**src/rtl/alu_decode_stage_pkg.sv**
```systemverilog
// alu_decode_stage_pkg: ALU op codes, opcode/funct7 constants and decode records shared with the ALU.
// RV32M_DECODE_EN enables the M-extension ALU codes.
package alu_decode_stage_pkg;
  typedef enum logic [3:0] {
    ALU_AND  = 4'b0000,
    ALU_OR   = 4'b0001,
    ALU_ADD  = 4'b0010,
    ALU_SLL  = 4'b0011,
    ALU_XOR  = 4'b0100,
    ALU_SRL  = 4'b0101,
    ALU_SUB  = 4'b0110,
    ALU_SLT  = 4'b0111,
    ALU_SLTU = 4'b1001,
    ALU_SRA  = 4'b1010,
    ALU_MUL  = 4'b1011,
    ALU_DIV  = 4'b1100,
    ALU_REM  = 4'b1101
  } alu_op_t;

  localparam logic [6:0] OPC_OP     = 7'b0110011;
  localparam logic [6:0] OPC_OP_IMM = 7'b0010011;
  localparam logic [6:0] OPC_LOAD   = 7'b0000011;
  localparam logic [6:0] OPC_STORE  = 7'b0100011;
  localparam logic [6:0] OPC_LUI    = 7'b0110111;
  localparam logic [6:0] OPC_AUIPC  = 7'b0010111;
  localparam logic [6:0] OPC_JAL    = 7'b1101111;
  localparam logic [6:0] OPC_JALR   = 7'b1100111;
  localparam logic [6:0] OPC_BRANCH = 7'b1100011;

  localparam logic [6:0] F7_BASE   = 7'b0000000;
  localparam logic [6:0] F7_ALT    = 7'b0100000;
  localparam logic [6:0] F7_MULDIV = 7'b0000001;

`ifdef RV32M_DECODE_EN
  localparam bit M_BUILD = 1'b1;
`else
  localparam bit M_BUILD = 1'b0;
`endif

  typedef struct packed {
    alu_op_t op;
    logic    use_imm;
    logic    illegal;
  } dec_t;

  typedef struct packed {
    logic [31:0] instr;
    dec_t        dec;
  } entry_t;

  function automatic alu_op_t base_op(input logic [2:0] f3);
    return f3 == 3'b000 ? ALU_ADD  : f3 == 3'b001 ? ALU_SLL :
           f3 == 3'b010 ? ALU_SLT  : f3 == 3'b011 ? ALU_SLTU :
           f3 == 3'b100 ? ALU_XOR  : f3 == 3'b101 ? ALU_SRL :
           f3 == 3'b110 ? ALU_OR   : ALU_AND;
  endfunction
endpackage

```
**src/rtl/alu_op_decoder.sv**
```systemverilog
// alu_op_decoder: combinational RV32 instruction to ALU op / immediate-select / illegal decode.
// RV32M_DECODE_EN (via the package) enables MUL/DIV/REM decode.
module alu_op_decoder
  import alu_decode_stage_pkg::*;
#(
  parameter int M_CODES = 1
) (
  input  logic [31:0] instr,
  output dec_t        dec
);
  localparam bit M_ON = M_BUILD && (M_CODES == 1);
  logic [6:0] opc, f7;
  logic [2:0] f3;
  assign opc = instr[6:0];
  assign f3  = instr[14:12];
  assign f7  = instr[31:25];
  always_comb begin
    dec = '{ALU_AND, 1'b0, 1'b1};
    case (opc)
      OPC_OP:
        if (f7 == F7_BASE) dec = '{base_op(f3), 1'b0, 1'b0};
        else if (f7 == F7_ALT && (f3 == 3'b000 || f3 == 3'b101)) dec = '{f3[2] ? ALU_SRA : ALU_SUB, 1'b0, 1'b0};
        else if (f7 == F7_MULDIV && M_ON && (f3 == 3'b000 || f3[2])) dec = '{f3 == 3'b000 ? ALU_MUL : f3[1] ? ALU_REM : ALU_DIV, 1'b0, 1'b0};
      // Only the shift-immediates constrain instr[31:25]; other funct3 treat it as immediate bits.
      OPC_OP_IMM:
        if (f3 == 3'b001 ? f7 == F7_BASE : f3 == 3'b101 ? (f7 == F7_BASE || f7 == F7_ALT) : 1'b1)
          dec = '{(f3 == 3'b101 && f7 == F7_ALT) ? ALU_SRA : base_op(f3), 1'b1, 1'b0};
      OPC_LOAD, OPC_STORE, OPC_LUI, OPC_AUIPC, OPC_JAL, OPC_JALR:
        dec = '{ALU_ADD, 1'b1, 1'b0};
      OPC_BRANCH:
        if (f3[2:1] != 2'b01) dec = '{!f3[2] ? ALU_SUB : f3[1] ? ALU_SLTU : ALU_SLT, 1'b0, 1'b0};
      default: ;
    endcase
  end
endmodule

```
**src/rtl/alu_decode_stage.sv**
```systemverilog
// alu_decode_stage: 2-entry skid buffer holding decoded instructions for the ALU.
// RV32M_DECODE_EN selects M-extension decode in alu_op_decoder.
module alu_decode_stage
  import alu_decode_stage_pkg::*;
#(
  parameter int M_CODES = 1
) (
  input  logic        clk,
  input  logic        rst_n,
  input  logic        flush,
  input  logic        in_valid,
  output logic        in_ready,
  input  logic [31:0] in_instr,
  output logic        out_valid,
  input  logic        out_ready,
  output logic [31:0] out_instr,
  output logic [3:0]  out_alu_control,
  output logic        out_use_imm,
  output logic        out_illegal
);
  localparam logic [1:0] S_EMPTY = 2'd0;
  localparam logic [1:0] S_ONE   = 2'd1;
  localparam logic [1:0] S_FULL  = 2'd2;
  logic [1:0] state, nxt;
  logic       rdy, push, pop;
  dec_t       dec;
  entry_t     head, tail, fresh;
  alu_op_decoder #(.M_CODES(M_CODES)) u_dec (
    .instr(in_instr),
    .dec  (dec)
  );
  assign fresh           = {in_instr, dec};
  assign in_ready        = rdy;
  assign out_valid       = state != S_EMPTY;
  assign push            = in_valid && rdy;
  assign pop             = out_valid && out_ready;
  assign out_instr       = head.instr;
  assign out_alu_control = head.dec.op;
  assign out_use_imm     = head.dec.use_imm;
  assign out_illegal     = head.dec.illegal;
  always_comb
    nxt = flush            ? S_EMPTY :
          state == S_EMPTY ? (push ? S_ONE : S_EMPTY) :
          state == S_ONE   ? (push && !pop ? S_FULL : !push && pop ? S_EMPTY : S_ONE) :
                             (pop ? S_ONE : S_FULL);
  // in_ready is a flop fed from the next state, so out_ready never reaches it combinationally.
  always_ff @(posedge clk or negedge rst_n)
    if (!rst_n) begin
      state <= S_EMPTY;
      rdy   <= 1'b0;
      head  <= '0;
      tail  <= '0;
    end else begin
      state <= nxt;
      rdy   <= nxt != S_FULL;
      if (!flush) begin
        if (state == S_FULL && pop) head <= tail;
        else if (push && (state == S_EMPTY || pop)) head <= fresh;
        if (state == S_ONE && push && !pop) tail <= fresh;
      end
    end
endmodule

```
**config.mk**
```make
export PLATFORM = sky130hd
export DESIGN_NAME = alu_decode_stage
export DESIGN_NICKNAME = d
export VERILOG_FILES = /design/src/rtl/alu_decode_stage_pkg.sv /design/src/rtl/alu_op_decoder.sv /design/src/rtl/alu_decode_stage.sv
export SDC_FILE = /design/constraint.sdc
export NUM_CORES = 1
export LEC_CHECK = 0
export CAP_MARGIN = 20
export CORE_MARGIN = 2
export CORE_UTILIZATION = 60
export DETAILED_ROUTE_END_ITERATION = 10
export DONT_BUFFER_PORTS = 1
export MAX_ROUTING_LAYER = met4
export PLACE_DENSITY = 0.84
export SLEW_MARGIN = 20
export SYNTH_ARGS = -nofsm -noshare
export SYNTH_HDL_FRONTEND = slang
export SYNTH_SLANG_ARGS = --single-unit
```
**constraint.sdc**
```tcl
create_clock -name clk -period 3.5 [get_ports clk]
set_input_delay 0.175 -clock clk [delete_from_list [all_inputs] [get_ports clk]]
set_output_delay 0.175 -clock clk [all_outputs]
set_load 0.01 [all_outputs]
```
Word level (Yosys, flattened, before mapping)
Index checks and enable logic that the tools add are counted.
{ "word_totals": {"register_bits": 79, "latch_bits": 0, "mem_bits_rw": 0, "rom_bits": 0, "output_inout_bits": 40, "memories": 0} }
{ "op_classes": {"addsub": 0, "n_mul": 0, "div": 0, "order_cmp": 0, "n_eq_ne": 20, "shifts": 0, "muxes": 27, "n_bitwise": 1, "n_reduce_logical": 23} }
{ "ops": {"columns": ["cell", "n"], "rows": [
  ["$mux 38", 2],
  ["$mux 4", 10],
  ["$eq 7x6->1 const B", 4],
  ["$mux 6", 4],
  ["$pmux 6 s4", 1],
  ["$eq 7x7->1 const B", 3],
  ["$eq 7x5->1 const B", 2],
  ["$logic_and 1x1->1", 10],
  ["$mux 2", 5],
  ["$eq 3x3->1 const B", 3],
  ["$eq 7x2->1 const B", 1],
  ["$logic_not 7->1", 1],
  ["$eq 3x2->1 const B", 2],
  ["$reduce_or 6->1", 1],
  ["$mux 1", 5],
  ["$reduce_and 2->1", 2],
  ["$reduce_bool 2->1", 2],
  ["$eq 3x1->1 const B", 1],
  ["$logic_not 3->1", 1],
  ["$logic_or 1x1->1", 3],
  ["$eq 2x1->1 const B", 1],
  ["$eq 2x2->1 const B", 1],
  ["$logic_not 1->1", 2],
  ["$logic_not 2->1", 1],
  ["3 further kinds", 3]
]} }

Longest topological paths before layout
Gate-level depths: netlist (run 1).
{ "depth": {"word_depth": 13, "mapped_depth": 7} }

Hierarchy
A second synthesis (run 1) with hierarchy kept.
{ "unflattened": {"hier_cells": 331, "hier_area_um2": 3918.8} }
{ "by_module_without_submodules": {"columns": ["mod", "instances", "cells_per_inst", "area_per_inst_um2"], "rows": [
  ["alu_decode_stage", 1, 263, 3422.0],
  ["alu_op_decoder", 1, 68, 496.7]
]} }

Worst setup path before layout (run 1)
OpenSTA, ideal clock, no wires.
{ "synth_path": {"path_kind": "register -> register", "startpoint": "register state[1]", "endpoint": "register head, in the netlist out_instr[11]", "t_arrival_ns": 1.699, "required_ns": 3.370, "setup_slack_ns": 1.672, "stages_incl_launch_ff": 7, "synth_period_minus_slack_ns": 1.828, "path_cell_list": "dfrtp_1 or2_2 nand2b_1 a31oi_1 buf_2 buf_2 a31oi_1"} }
{ "synth_between": {"elab_chain_cells": 6, "elab_cells_between_ends": 10, "classes_between": "eq/ne: 1; mux: 1; reduce/logical: 8"} }
{ "synth_rtl": {"columns": ["element", "line_no", "text"], "rows": [
  ["start, declared", "alu_decode_stage.sv:24", "logic [1:0] state, nxt;"],
  ["start signal, assigned", "alu_decode_stage.sv:54", "state <= nxt;"],
  ["$reduce_bool 2->1 (*)", "alu_decode_stage.sv:34", "assign out_valid = state != S_EMPTY;"],
  ["net out_valid", "alu_decode_stage.sv:14", "output logic out_valid,"],
  ["$logic_and 1x1->1 (*)", "alu_decode_stage.sv:36", "assign pop = out_valid && out_ready;"],
  ["$logic_or 1x1->1", "alu_decode_stage.sv:58", "else if (push && (state == S_EMPTY || pop)) head <= fresh;"],
  ["$logic_and 1x1->1", "alu_decode_stage.sv:58", null],
  ["$reduce_bool 2->1 (no source line)", null, null],
  ["$reduce_and 2->1 (no source line)", null, null],
  ["end signal, assigned", "alu_decode_stage.sv:57", "if (state == S_FULL && pop) head <= tail;"],
  ["end signal, assigned", "alu_decode_stage.sv:58", null],
  ["end, declared", "alu_decode_stage.sv:27", "entry_t head, tail, fresh;"]
]} }
The timed path passes the listed nets; every way through them passes the cells marked *.
A chain may end at the register's enable or synchronous reset.

Worst setup path in the final report (run 1)
{ "layout_path": {"startpoint": "register state[1]", "endpoint": "register head, in the netlist out_instr[19]"} }
Same word-level chain as after synthesis.

==> results by group, run 1 <==
Place
  – Detail Placement HPWL: 5447 um
  – Port Buffer Count: 0
  – Total placed cells including tap cells: 497
  – Global placer's final weighted congestion: 0.8310
  – Placed inst area: 3756 um^2

Floorplanning
  – Boundary pin count: 77
  – Initial cell density of the core: 62.61%
  – Cell Rows: 28
  – Die ar.: 6861 um^2
  – Overall die height: 82.83 um
  – Horiz. Die Dim: 82.83 um
  – Core outline area: 5956 um^2

CTS
  – Gates resized, CTS repair: 0
  – Clock tree from TritonCTS: yes
  – Worst-path clk slew: 0.07 ns
  – Number of H-tree branching levels: 3
  – Deepest clock path buffer count: 2
  – Total clock sinks: 79
  – Clock insertion delay at the later pin of the skew report: 0.35 ns
  – Number of buffers created by CTS: 9
  – Buffer type at the clock tree root: clkbuf_8

Power
  – Share of power burned in registers: 56.6%
  – Int Power: 1.609 mW
  – Proportion of power drawn by the clock network: 27.6%
  – Static power due to leakage: 1.935 nW
  – Maximum ir drop on the vdd rail: 315.6 uV
  – PwrDens: 539.0 nW/um^2
  – Switching share of power: 30.40%
  – Switching power summed over all nets: 0.7031 mW
  – Combinational power share: 15.8%

Critical path
  – Element type at the critical path start: flip-flop
  – Crit path capture type: flip-flop
  – Critical path's slowest cell: buf_4
  – Worst reg2reg path depth: 6
  – Crit Path Max Fanout: 63
  – CP peak stage delay: 0.52 ns
  – Type of the worst setup path: flip-flop to flip-flop
  – Worst Path Arrival: 2.52 ns
  – Cell-by-cell listing of the critical path: or2_2 > nand2b_1 > a31oi_4 > buf_4 > nor2_1 > a31oi_1
  – Critical path data required time: 3.76 ns

Layout
  – Number of inserted diodes: 0
  – Non-Filler Cell Area, Final: 4290 um^2
  – Finished Layout Cells: 545
  – Area overhead of the layout relative to synthesis: 15.07%
  – Final standard cell utilization of the core: 72.04%
  – Number of fill cells in the layout: 449
  – Final net count: 505
  – Fraction of layout cells with a size suffix above 1: 6.596%

Yosys
  – Net count of the mapped netlist: 483
  – Synth Cell Area: 3729 um^2
  – Library cell with the highest instance count after synthesis: nand2_1
  – Portion of the post-synthesis area used by sequential elements: 53.02%
  – Count of distinct cell types in the synthesized netlist: 46
  – Synth top cells by count: nand2_1 (174), dfrtp_1 (79), nor2_1 (44)
  – Synthesis Warnings: 0
  – Dominant cell type by area after synthesis: dfrtp_1
  – Number of standard cells after synthesis: 445
  – Post-synth top flop: dfrtp_1
  – Register bit count reported by yosys: 79
  – Top cells by area in the synthesized netlist: dfrtp_1 (53%), nand2_1 (18%), a31oi_1 (6.2%)
  – Yosys top cell area share: 53.02%
  – Count of flip-flops with a built-in enable after synthesis: 0
  – Async set or reset register ratio after synthesis: 100.0%
  – Average footprint of a synthesized cell: 8.379 um^2

Detailed routing
  – Post-route DRC violation count: 0
  – Total length of routed met3 wires: 730 um
  – Highest signal layer in the routed design: met4
  – Average detailed-routed wire length per instance: 16.31 um
  – Final wirelength: 8888 um
  – Total number of vias: 3268
  – Post-DRT Antenna Nets: 0
  – Average via count per standard cell: 5.996
  – Met2 layer wire length in the routed design: 4203 um
  – Post-route met1 wirelength: 3771 um
  – Number of optimization iterations in the first detailed-route pass: 5
  – Starting DRT DRC Count: 356

Timing
  – Final count of pins violating max slew: 0
  – Final-report setup violation count: 0
  – Slew at the pin with the worst max-slew slack: 0.7527 ns
  – Total negative setup slack: 0 ns
  – Hold violation count in the final report: 0
  – Share of the clock period used by the worst path after layout: 64.68%
  – Hold Worst Slack: 0.02717 ns
  – RSZ-0062 raised after global routing: no
  – Worst Clk Skew: 0.005895 ns
  – Fmax: 441.7 MHz
  – Worst slew margin relative to its limit: 49.41%
  – Clock period minus final worst setup slack: 2.264 ns

Global routing
  – Total gr overflow: 0
  – Via count of the first global-routing pass: 3174
  – Number of antenna violations at the first check in global routing: 0
  – Overall Global Routing Usage: 27.67%
  – Pin count of the biggest net entering global routing: 80
  – Wire length of the first global-routing pass: 15010 um

Hold path
  – Min-Delay Path Class: input port to flip-flop
  – Hold depth: 2

Flow run
  – # Max-Cap Violations: 0

Run status
  – Outcome: finished, final reports clean
-- metrics by stage --
step                power [mW]  setup WS, ns
detailed placement       1.629         1.305
finish                   2.312         1.236
global route             2.446         1.076
floorplan                1.547         1.672
global placement         1.596         1.340
CTS                      2.318         1.295
-- repair_timing --
item | 4_1_cts | 5_1_grt
setup endpoints to repair | 0 | 0
buffers inserted | 0 | 0
hold endpoints to repair | 143 | 0
hold buffers | 34 | 0
-- registers in the layout (all words and copies together) (netlist names) --
signal and cells:
out_use_imm 1, in_ready 1, out_instr 32, tail 38
out_illegal 1, state 2, out_alu_control 4
-- cell usage in the layout (no fill, tap or decap), drive strengths merged, types with 4 or more instances in the layout --
master and n:
nand2b 5, dlygate4sd3 33, buf 6, nor4 5, nor2 44, nand2 174, a21oi 6, nor3 4
o21ai 15, a31oi 37, clkbuf 10, clkinv 4, dfrtp 79, nor2b 4
-- routing by layer --
| layer | GRT usage [%] | up-vias |
|---|---|---|
| li1 | - | 1527 |
| met1 | 35.81 | 1571 |
| met2 | 41.35 | 150 |
| met3 | 7.853 | 20 |
| met4 | 11.48 | 0 |
| met5 | - | - |
-- critical path, delay by kind of cell, from the launching register on --
kind            cells  cell delay, ns
compound gates      2            0.51
buf+inv             1            0.52
flops               1            0.43
simple gates        3            0.67
-- layout make-up --
class                      instances  area [um^2]  share of cell area, %
clock buffer                      10        127.6                  2.975
sequential                        79         1977                  46.08
timing repair buffer              39        395.4                  9.216
multi-input combinational        335         1637                  38.15
clock inverter                     4        48.80                  1.137
inverter                           3        11.26                 0.2625
tap                               75        93.84                  2.187
-- power by group through the flow --
| stage | clock network (mW) | registers, mW | logic [mW] |
|---|---|---|---|
| final | 0.638 | 1.31 | 0.365 |
| after global routing | 0.688 | 1.33 | 0.424 |
| after CTS | 0.648 | 1.31 | 0.363 |
| after detailed placement | 0 | 1.32 | 0.305 |
| after global placement | 0 | 1.31 | 0.285 |
| after floorplan | 0 | 1.28 | 0.264 |
-- worst paths after layout --
check	startpoint	endpoint	slack, ns
setup reg to reg	state[1]	out_instr[19]	1.24
max in group asynchronous	rst_n	tail[9]	2.83
hold reg to reg	tail[13]	tail[13]	0.48
hold / removal	in_instr[14]	tail[2]	0.03
setup / recovery	state[1]	out_instr[19]	1.24
min in group asynchronous	rst_n	out_instr[17]	0.38
-- cells by family after synthesis --
group,after synthesis,share of synthesized area (%)
and+or+nand+nor,256,28.86
muxes,3,0.9060
DFF,79,53.02
buffers and inverters,31,3.490
AOI/OAI and AO/OA,74,13.15
adders and majority gates,1,0.3355
xor gates and xnor gates,1,0.2349
No activity file was read; power rests on OpenSTA's default activity.
==> run 2, diff against run 1 <==
Clock period 3.5 ns to 2.3 ns, I/O delays scaled along.
==> run 2 against run 1 <==
  * First-iteration DRC count is 6.7% lower
  * Sequential power is 52% higher
  * Routed wire length is 3.5% higher
  * Non-clock buffer count is 2 higher
  * Critical endpoint is now out_alu_control[3]
  * Clock power is 63% higher
  * Critical path type unchanged
  * Largest power group unchanged
  * Register-to-register slack worse by 0.86 ns
==> results by group, run 2 (synthesis gave the netlist of run 1 again) <==
Timing
  – Final WS setup: 0.3798 ns (was 1.236 ns)
  – Fmax: 520.8 MHz (was 441.7 MHz)
  – Hold Worst Slack: 0.01831 ns (was 0.02717 ns)
  – Worst Clk Skew: 0.007717 ns (was 0.005895 ns)
  – RSZ-0062 raised after global routing: no (unchanged)
  – Total negative setup slack: 0 ns (unchanged)
  – Hold violation count in the final report: 0 (unchanged)
  – Final count of pins violating max slew: 0 (unchanged)
  – Share of the clock period used by the worst path after layout: 83.49% (was 64.68%)
  – Slew at the pin with the worst max-slew slack: 0.6174 ns (was 0.7527 ns)
  – Final-report setup violation count: 0 (unchanged)
  – Worst slew margin relative to its limit: 58.84% (was 49.41%)
  – Clock period minus final worst setup slack: 1.920 ns (was 2.264 ns)

Place
  – Placed inst area: 3796 um^2 (was 3756 um^2)
  – Total placed cells including tap cells: 499 (was 497)
  – Detail Placement HPWL: 5419 um (was 5447 um)
  – Global placer's final weighted congestion: 0.8611 (was 0.8310)
  – Pre-CTS worst setup slack: 0.4107 ns (was 1.305 ns)
  – Port Buffer Count: 0 (unchanged)

Critical path
  – Critical path data required time: 2.56 ns (was 3.76 ns)
  – CP peak stage delay: 0.44 ns (was 0.52 ns)
  – Crit path capture type: flip-flop (unchanged)
  – Cell-by-cell listing of the critical path: or2_2 > nand2b_1 > a31oi_4 > buf_12 > nand2_1 > o211ai_1 (was or2_2 > nand2b_1 > a31oi_4 > buf_4 > nor2_1 > a31oi_1)
  – Worst Path Arrival: 2.18 ns (was 2.52 ns)
  – Top Family by Delay on Critical Path: simple AND/OR/NAND/NOR gates (unchanged)
  – Critical path's slowest cell: dfrtp_1 (was buf_4)
  – Element type at the critical path start: flip-flop (unchanged)
  – Count of buffer and inverter cells on the critical path: 1 (unchanged)
  – Type of the worst setup path: flip-flop to flip-flop (unchanged)
  – Crit Path Max Fanout: 39 (was 63)

Layout
  – Highest-count cells in the layout ignoring fill and taps: nand2_1 (174), dfrtp_1 (79), nor2_1 (44), a31oi_1 (36), dlygate4sd3_1 (33) (unchanged)
  – Most frequent standard cell in the layout excluding fill and tap cells: nand2_1 (unchanged)
  – Number of flip-flops under the largest register name: 38 (unchanged)
  – Final net count: 507 (was 505)
  – Number of fill cells in the layout: 434 (was 449)
  – Finished Layout Cells: 548 (was 545)
  – Number of inserted diodes: 0 (unchanged)
  – Non-Filler Cell Area, Final: 4352 um^2 (was 4290 um^2)
  – Register with the highest flop count: tail (unchanged)
  – Area overhead of the layout relative to synthesis: 16.71% (was 15.07%)
  – Fraction of layout cells with a size suffix above 1: 7.188% (was 6.596%)

Detailed routing
  – Average via count per standard cell: 6.062 (was 5.996)
  – Starting DRT DRC Count: 332 (was 356)
  – Number of optimization iterations in the first detailed-route pass: 5 (unchanged)
  – Total number of vias: 3322 (was 3268)
  – Post-DRT Antenna Nets: 0 (unchanged)
  – Average detailed-routed wire length per instance: 16.78 um (was 16.31 um)
  – Final wirelength: 9195 um (was 8888 um)
  – Highest signal layer in the routed design: met4 (unchanged)
  – Met2 layer wire length in the routed design: 4312 um (was 4203 um)
  – Total length of routed met3 wires: 861 um (was 730 um)
  – Post-route DRC violation count: 0 (unchanged)
  – Post-route met1 wirelength: 3769 um (was 3771 um)

CTS
  – Gates resized, CTS repair: 0 (unchanged)
  – Deepest clock path buffer count: 2 (unchanged)
  – Clock insertion delay at the later pin of the skew report: 0.35 ns (about the same)
  – Buffer type at the clock tree root: clkbuf_8 (unchanged)
  – Worst-path clk slew: 0.07 ns (about the same)
  – Clock tree from TritonCTS: yes (unchanged)
  – Number of H-tree branching levels: 3 (unchanged)
  – Total clock sinks: 79 (unchanged)
  – Number of buffers created by CTS: 9 (unchanged)

Power
  – Maximum ir drop on the vdd rail: 481.8 uV (was 315.6 uV)
  – Static power due to leakage: 1.959 nW (was 1.935 nW)
  – PwrDens: 827.2 nW/um^2 (was 539.0 nW/um^2)

Global routing
  – Overall Global Routing Usage: 28.63% (was 27.67%)
  – Total gr overflow: 0 (unchanged)
  – Via count of the first global-routing pass: 3137 (was 3174)
  – Number of antenna violations at the first check in global routing: 0 (unchanged)
  – Wire length of the first global-routing pass: 15400 um (was 15010 um)
  – Pin count of the biggest net entering global routing: 80 (unchanged)

Floorplanning
  – Overall die height: 82.83 um (unchanged)
  – Initial cell density of the core: 62.61% (unchanged)
  – Cell Rows: 28 (unchanged)
  – Horiz. Die Dim: 82.83 um (unchanged)
  – Core outline area: 5956 um^2 (unchanged)
  – Die ar.: 6861 um^2 (unchanged)
  – Boundary pin count: 77 (unchanged)

Flow run
  – # Max-Cap Violations: 0 (unchanged)

Hold path
  – Min-Delay Path Class: input port to flip-flop (unchanged)

Run status
  – Outcome: finished, final reports clean (unchanged)
-- run 2: cell types whose count changed in the layout (fill, tap and decap cells not counted) --
cell	delta
clkinv_4	-1
clkbuf_8	+2
buf_12	+2
clkinvlp_4	+1
clkinv_2	-1
-- run 2: timing repair --
| item | 4_1_cts | 5_1_grt |
|---|---|---|
| hold endpoints to repair | 145 | 0 |
| hold buffers | 34 | 0 |
| buffers inserted | 0 | 0 |
-- run 2: report_power, final --
group          leakage [nW]  internal [mW]  switching, mW
registers             0.954           1.72          0.271
logic                 0.907          0.253          0.320
clock network        0.0985          0.554          0.482
total                  1.96           2.53           1.07
-- run 2: path summary, 6_finish.rpt --
kind                              start  cells past startpoint  slack [ns]                 end
setup / recovery               state[1]                      6        0.38  out_alu_control[3]
hold / removal             in_instr[12]                      2        0.02            tail[18]
setup reg to reg               state[1]                      6        0.38  out_alu_control[3]
hold reg to reg                tail[13]                      2        0.48            tail[13]
max in group asynchronous         rst_n                      2        1.68            tail[18]
min in group asynchronous         rst_n                      2        0.33       out_instr[16]
-- run 2: layout make-up --
| type | count | area (um^2) | share of cell area [%] |
|---|---|---|---|
| multi-input cells | 335 | 1637 | 37.61 |
| clock inverters | 3 | 42.54 | 0.9776 |
| inverters | 3 | 11.26 | 0.2588 |
| repair buffers | 41 | 435.4 | 10.01 |
| well taps | 75 | 93.84 | 2.156 |
| flip-flops and latches | 79 | 1977 | 45.43 |
| clock buffers | 12 | 155.1 | 3.565 |
-- run 2: layer usage --
| metal | vias up | global-route usage, % |
|---|---|---|
| met5 | - | - |
| met4 | 0 | 13.26 |
| met3 | 25 | 7.157 |
| met2 | 165 | 43.04 |
| met1 | 1589 | 36.85 |
| li1 | 1543 | - |
-- run 2: per-stage QoR --
stage	utilization, %	power [mW]
2_1_floorplan	-	2.354
3_3_place_gp	63.74	2.445
3_5_place_dp	63.74	2.484
4_1_cts	73.07	3.595
5_1_grt	73.07	3.794
6_report	73.07	3.600
